File: src/rtl/led_pkg.sv
// Shared definitions for the LED PWM driver / capture family.
//   cap_state_e : capture FSM encoding (IDLE, HIGH, LOW)
//   T10MS       : cycles in 10 ms at the 50 MHz system clock
//   CNT_W_DEF   : default counter/result width
package led_pkg;

    localparam int unsigned CNT_W_DEF = 21;
    localparam int unsigned T10MS     = 500_000;

    typedef enum logic [1:0] {
        IDLE = 2'd0,
        HIGH = 2'd1,
        LOW  = 2'd2
    } cap_state_e;

endpackage

File: src/rtl/sync_edge_module.sv
// Three-flop synchroniser for an asynchronous input, with single-cycle
// rise/fall pulses derived from the two oldest stages.
// Ports:
//   clk_i   system clock
//   rst_ni  asynchronous active-low reset (flops clear to 0)
//   sig_i   asynchronous input
//   rise_o  one-cycle pulse on a synchronised 0->1 transition
//   fall_o  one-cycle pulse on a synchronised 1->0 transition
module sync_edge_module (
    input  logic clk_i,
    input  logic rst_ni,
    input  logic sig_i,
    output logic rise_o,
    output logic fall_o
);

    // sync_q[0] = s1 (metastability catcher), sync_q[1] = s2, sync_q[2] = s3
    logic [2:0] sync_q;

    always_ff @(posedge clk_i or negedge rst_ni) begin
        if (!rst_ni) begin
            sync_q <= '0;
        end else begin
            sync_q <= {sync_q[1:0], sig_i};
        end
    end

    assign rise_o =  sync_q[1] & ~sync_q[2];
    assign fall_o = ~sync_q[1] &  sync_q[2];

endmodule

File: src/rtl/pwm_capture_module.sv
// Measures an asynchronous pulse train: high-phase width and rise-to-rise
// period, in CLK cycles, reported once per completed period. A period that
// exceeds T_TIMEOUT cycles abandons the measurement and raises Timeout_Sig.
// Ports:
//   CLK           system clock
//   RSTn          asynchronous active-low reset
//   Sig_In        asynchronous pulse input
//   High_Count    high width of the last complete period
//   Period_Count  period of the last complete period
//   Done_Sig      one-cycle pulse when both results update
//   Timeout_Sig   level, set when a measurement is abandoned; cleared by the
//                 next rise that opens a new measurement
module pwm_capture_module
    import led_pkg::*;
#(
    parameter int unsigned      CNT_W     = CNT_W_DEF,
    parameter logic [CNT_W-1:0] T_TIMEOUT = CNT_W'(21'h1F_FFFF)
) (
    input  logic             CLK,
    input  logic             RSTn,
    input  logic             Sig_In,
    output logic [CNT_W-1:0] High_Count,
    output logic [CNT_W-1:0] Period_Count,
    output logic             Done_Sig,
    output logic             Timeout_Sig
);

    logic rise, fall;

    sync_edge_module u_sync (
        .clk_i  (CLK),
        .rst_ni (RSTn),
        .sig_i  (Sig_In),
        .rise_o (rise),
        .fall_o (fall)
    );

    cap_state_e       state_q, state_d;
    logic [CNT_W-1:0] cnt_q, cnt_d;
    logic [CNT_W-1:0] high_tmp_q, high_tmp_d;
    logic [CNT_W-1:0] high_q, high_d;
    logic [CNT_W-1:0] per_q, per_d;
    logic             done_q, done_d;
    logic             to_q, to_d;

    logic             at_lim;
    logic [CNT_W-1:0] cnt_inc;

    // Saturate at the limit: an edge arriving exactly at the limit still
    // completes normally, and the counter never passes T_TIMEOUT.
    assign at_lim  = (cnt_q == T_TIMEOUT);
    assign cnt_inc = at_lim ? cnt_q : cnt_q + CNT_W'(1);

    always_ff @(posedge CLK or negedge RSTn) begin
        if (!RSTn) begin
            state_q    <= IDLE;
            cnt_q      <= '0;
            high_tmp_q <= '0;
            high_q     <= '0;
            per_q      <= '0;
            done_q     <= 1'b0;
            to_q       <= 1'b0;
        end else begin
            state_q    <= state_d;
            cnt_q      <= cnt_d;
            high_tmp_q <= high_tmp_d;
            high_q     <= high_d;
            per_q      <= per_d;
            done_q     <= done_d;
            to_q       <= to_d;
        end
    end

    always_comb begin
        state_d    = state_q;
        cnt_d      = cnt_q;
        high_tmp_d = high_tmp_q;
        high_d     = high_q;
        per_d      = per_q;
        done_d     = 1'b0;
        to_d       = to_q;

        unique case (state_q)
            IDLE: begin
                // Counter frozen; a fall here is ignored. The first rise
                // only opens a measurement.
                if (rise) begin
                    state_d = HIGH;
                    cnt_d   = CNT_W'(1);
                    to_d    = 1'b0;
                end
            end
            HIGH: begin
                cnt_d = cnt_inc;
                if (fall) begin
                    high_tmp_d = cnt_q;
                    state_d    = LOW;
                end else if (at_lim) begin
                    state_d = IDLE;
                    cnt_d   = cnt_q;
                    to_d    = 1'b1;
                end
            end
            LOW: begin
                cnt_d = cnt_inc;
                if (rise) begin
                    // Closing rise of this period is the opening rise of
                    // the next one, so measurement continues in HIGH.
                    high_d  = high_tmp_q;
                    per_d   = cnt_q;
                    done_d  = 1'b1;
                    cnt_d   = CNT_W'(1);
                    state_d = HIGH;
                end else if (at_lim) begin
                    state_d = IDLE;
                    cnt_d   = cnt_q;
                    to_d    = 1'b1;
                end
            end
            default: state_d = IDLE;
        endcase
    end

    assign High_Count   = high_q;
    assign Period_Count = per_q;
    assign Done_Sig     = done_q;
    assign Timeout_Sig  = to_q;

endmodule

File: config.mk
export PLATFORM = sky130hd
export DESIGN_NAME = pwm_capture_module
export DESIGN_NICKNAME = d
export VERILOG_FILES = /design/src/rtl/led_pkg.sv /design/src/rtl/sync_edge_module.sv /design/src/rtl/pwm_capture_module.sv
export SDC_FILE = /design/constraint.sdc
export NUM_CORES = 1
export LEC_CHECK = 0
export BUFFER_PORTS_ARGS = -buffer_cell sky130_fd_sc_hd__buf_2
export CORE_UTILIZATION = 45
export DETAILED_ROUTE_END_ITERATION = 8
export PLACE_DENSITY = 0.74
export SKIP_LAST_GASP = 1
export SYNTH_ARGS = -nofsm -noshare
export SYNTH_HDL_FRONTEND = slang
export SYNTH_SLANG_ARGS = --single-unit
File: constraint.sdc
create_clock -name CLK -period 5.1 [get_ports CLK]
set_clock_uncertainty 0.05 [all_clocks]
set_input_delay 0.255 -clock CLK [delete_from_list [all_inputs] [get_ports CLK]]
set_output_delay 0.255 -clock CLK [all_outputs]
set_load 0.01 [all_outputs]
==> flow_summary_export.csv <==
group,metric,value,unit
status,outcome,"completed",
power_and_ir_drop,total_leakage_power,0.002259,µW
yosys,synth_top_area_share,0.5873,
global_routing,antenna_found_initial,0,
critical_path,worstPathMaxFanout,10,
critical_path,r2r-end,"cnt_q[18]",
clock_tree,root_buffer,"clkbuf_8",
yosys,synth_most_common_cell,"dfrtp_1",
yosys,syn_area,3877,µm²
floorplanning,die_w,94.83,µm
clock_tree,post_cts.repair.setup_buffers,0,
critical_path,r2r_setup_slack,2.47,ns
finish,fin_nets,407,
detailed_routing,drtIter0Drc,313,
power_and_ir_drop,clkPwrFrac,0.301,
timing,setup-violations-final,0,
global_routing,grt_pass1_vias,2638,
detailed_routing,drt_first_pass_iters,6,
finish,antenna_cells,0,
critical_path,critPathArrivalTime,2.86,ns
clock_tree,cts_made_buffers,9,
critical_path,r2r-start,"cnt_q[0]",
placement,placed_cell_area,4178,µm²
placement,gp_congestion,0.8632,
placement,dp_slack,2.525,ns
power_and_ir_drop,p_per_area,373.7,nW/µm²
detailed_routing,drc,0,
critical_path,ff2ff_path_depth,6,
finish,nFillCells,744,
detailed_routing,route.vias.total,2805,
clock_tree,clkLatencyLatePin,0.36,ns
run,drv_cap,0,
global_routing,gr-total-overflow,0,
placement,hpwlAfterDp,5137,µm
yosys,synth_top_family_by_area,"simple AND/OR/NAND/NOR gates",
critical_path,worstPathRequired,5.33,ns
yosys,synthAdderAreaFrac,0.01613,
timing,worst_slack,2.469,ns
timing,fin_tns_setup,0,ns
clock_tree,htree_num_levels,3,
timing,hold_violations,0,
yosys,yosysSeqAreaShare,0.5873,
placement,port_buffers,46,
yosys,synth_compound_area_frac,0.07260,
yosys,synth_cell_types,39,
floorplanning,die_h,94.83,µm
power_and_ir_drop,power.internal,1114,µW
yosys,synthSimpleGateAreaFrac,0.1691,
detailed_routing,routed_via_density,5.511,
global_routing,grt_use_total,0.1875,
timing,worst_slew_pin_slew,1.176,ns
critical_path,end_kind,"register",
yosys,synth_xor_xnor_area_share,0.02485,
timing,finalCriticalPeriod,2.631,ns
yosys,yosysWarnings,0,
timing,finalMaxSlewViolations,0,
power_and_ir_drop,pwr-share-comb,0.198,
yosys,async_reset_ff_frac,1.000,
power_and_ir_drop,p_switching,525.9,µW
critical_path,critPathLaunchType,"register",
power_and_ir_drop,ir_worst_vdd,190.9,µV
clock_tree,cts.clk_slew.worst_paths,0.09,ns
floorplanning,io_pins,47,
finish,fin_area,4389,µm²
timing,slew_headroom,0.2139,
clock_tree,cts_tree,"built",
clock_tree,cts_resized,0,
yosys,synth_edf_count,0,
yosys,synth-seq-cells,91,
finish,multi_input_area,1499,µm²
power_and_ir_drop,seqPwrFrac,0.500,
yosys,syn_inst,357,
yosys,synth.mux.area_fraction,0.1039,
detailed_routing,detail-route-antenna-nets,0,
yosys,synth_commonest_cells,"dfrtp_1, nand2_1, mux2_2, nor2_1, o21ai_0",
finish,synthToLayoutAreaGrowth,13.20,%
timing,rsz0062_at_grt,"false",
finish,drive_above_1_share,0.2475,
yosys,synth.avg_cell_area,10.86,µm²
timing,whs,0.04095,ns
clock_tree,hold_buffers,1,
yosys,syn-num-nets,365,
detailed_routing,routed_wl,7805,µm
finish,register_area,2277,µm²
power_and_ir_drop,p_sw_frac,0.3206,
floorplanning,start_util,0.4695,
global_routing,grt_max_degree,92,
timing,fmax,380.0,MHz
floorplanning,core-area,8258,µm²
clock_tree,cts.sinks,91,
critical_path,crit_start,"cnt_q[0]",
yosys,yosys.area.top_type,"dfrtp_1",
hold_path,hp-class,"input port to async pin",
floorplanning,die_area,8992,µm²
yosys,ys.flop_type,"dfrtp_1",
floorplanning,row_count,33,
yosys,synthTopCellsByArea,"dfrtp_1, mux2_2, nand2_1",
critical_path,critPathKind,"register to register",
global_routing,grt_first_pass_wirelength,12930,µm
critical_path,endpoint,"cnt_q[18]",
detailed_routing,wl_per_cell,15.33,µm
clock_tree,cts_buffer_depth,2,
timing,post-route-period-util,0.5159,
[registers in the layout, summed over array words and instances, names as in the netlist]
name	cells
cnt_q	21
Timeout_Sig	1
state_q	2
high_tmp_q	21
Period_Count	21
Done_Sig	1
High_Count	21
u_sync.sync_q	3
[power groups by stage]
stage	combinational, µW	clock, µW	sequential, µW
floorplan	225	0	828
global placement	312	0	828
detailed placement	320	0	834
CTS	322	505	819
global route	356	535	827
finish	325	494	821
[metal layers]
layer / share of wire / global-route usage
met3: 0.058 / 0.02415
met4: 0.025 / 0.08712
met2: 0.45 / 0.2902
met1: 0.47 / 0.2618
met5: 0 / 0
[cell families after synthesis]
| group | Yosys count |
|---|---|
| AO/OA/AOI/OAI | 45 |
| adder cells (fa/ha/maj) | 5 |
| multiplexers | 36 |
| buffers and inverters | 25 |
| XOR/XNOR | 11 |
| AND/OR/NAND/NOR | 144 |
| flip-flops | 91 |
[critical path, stage by stage, from the launching register on]
cell     delay (ns)
dfrtp_1        0.54
ha_1           0.32
nand2_1        0.15
or3_1          0.50
or4_4          0.50
or3_1          0.33
a21oi_1        0.17
[placed cells by master (no fill, tap or decap), types with 2 or more instances in the layout]
master      Yosys  layout
dfrtp_1        91      91
nand2_1        82      82
buf_2           0      45
mux2_2         34      34
nor2_1         23      23
o21ai_0        16      16
xor2_1         11      11
a21oi_1         9       9
clkbuf_8        0       9
inv_1           8       8
nand3_1         8       8
o211ai_1        7       7
or4_1           5       5
ha_1            5       5
or3_1           4       4
nor4_1          3       3
nand4b_1        3       3
nor3_1          3       3
nand3b_1        2       2
nand2b_1        2       2
a21o_1          2       2
nand4_1         2       2
mux2i_1         2       2
o2111ai_1       2       2
o31ai_1         2       2
and3_1          2       2
clkinvlp_4      0       2
buf_4           0       2
[per-stage QoR]
step,util,total power [µW],std cells
CTS,0.5315,1645,509
floorplan,-,1053,357
detailed placement,0.5059,1153,492
global placement,0.5059,1140,492
global route,0.5315,1718,509
finish,0.5315,1640,509
[layout make-up]
cell class | count | area share
Tap cell | 105 | 0.02993
Timing Repair Buffer | 48 | 0.05701
Inverter | 8 | 0.006842
Clock buffer | 10 | 0.02908
Sequential cell | 91 | 0.5188
Clock inverter | 6 | 0.01682
Multi-Input combinational cell | 241 | 0.3415
[worst min path at each step]
stage / startpoint / endpoint / slack, ns / cells past startpoint
finish: RSTn / High_Count[18] / 0.04 / 1
global route: RSTn / High_Count[17] / 0.14 / 1
CTS: RSTn / High_Count[18] / 0.09 / 1
detailed placement: u_sync.sync_q[0] / u_sync.sync_q[1] / 0.29 / 0
global placement: u_sync.sync_q[0] / u_sync.sync_q[1] / 0.28 / 0
floorplan: RSTn / Done_Sig / -0.09 / 0
No activity file was read; power rests on OpenSTA's default activity.
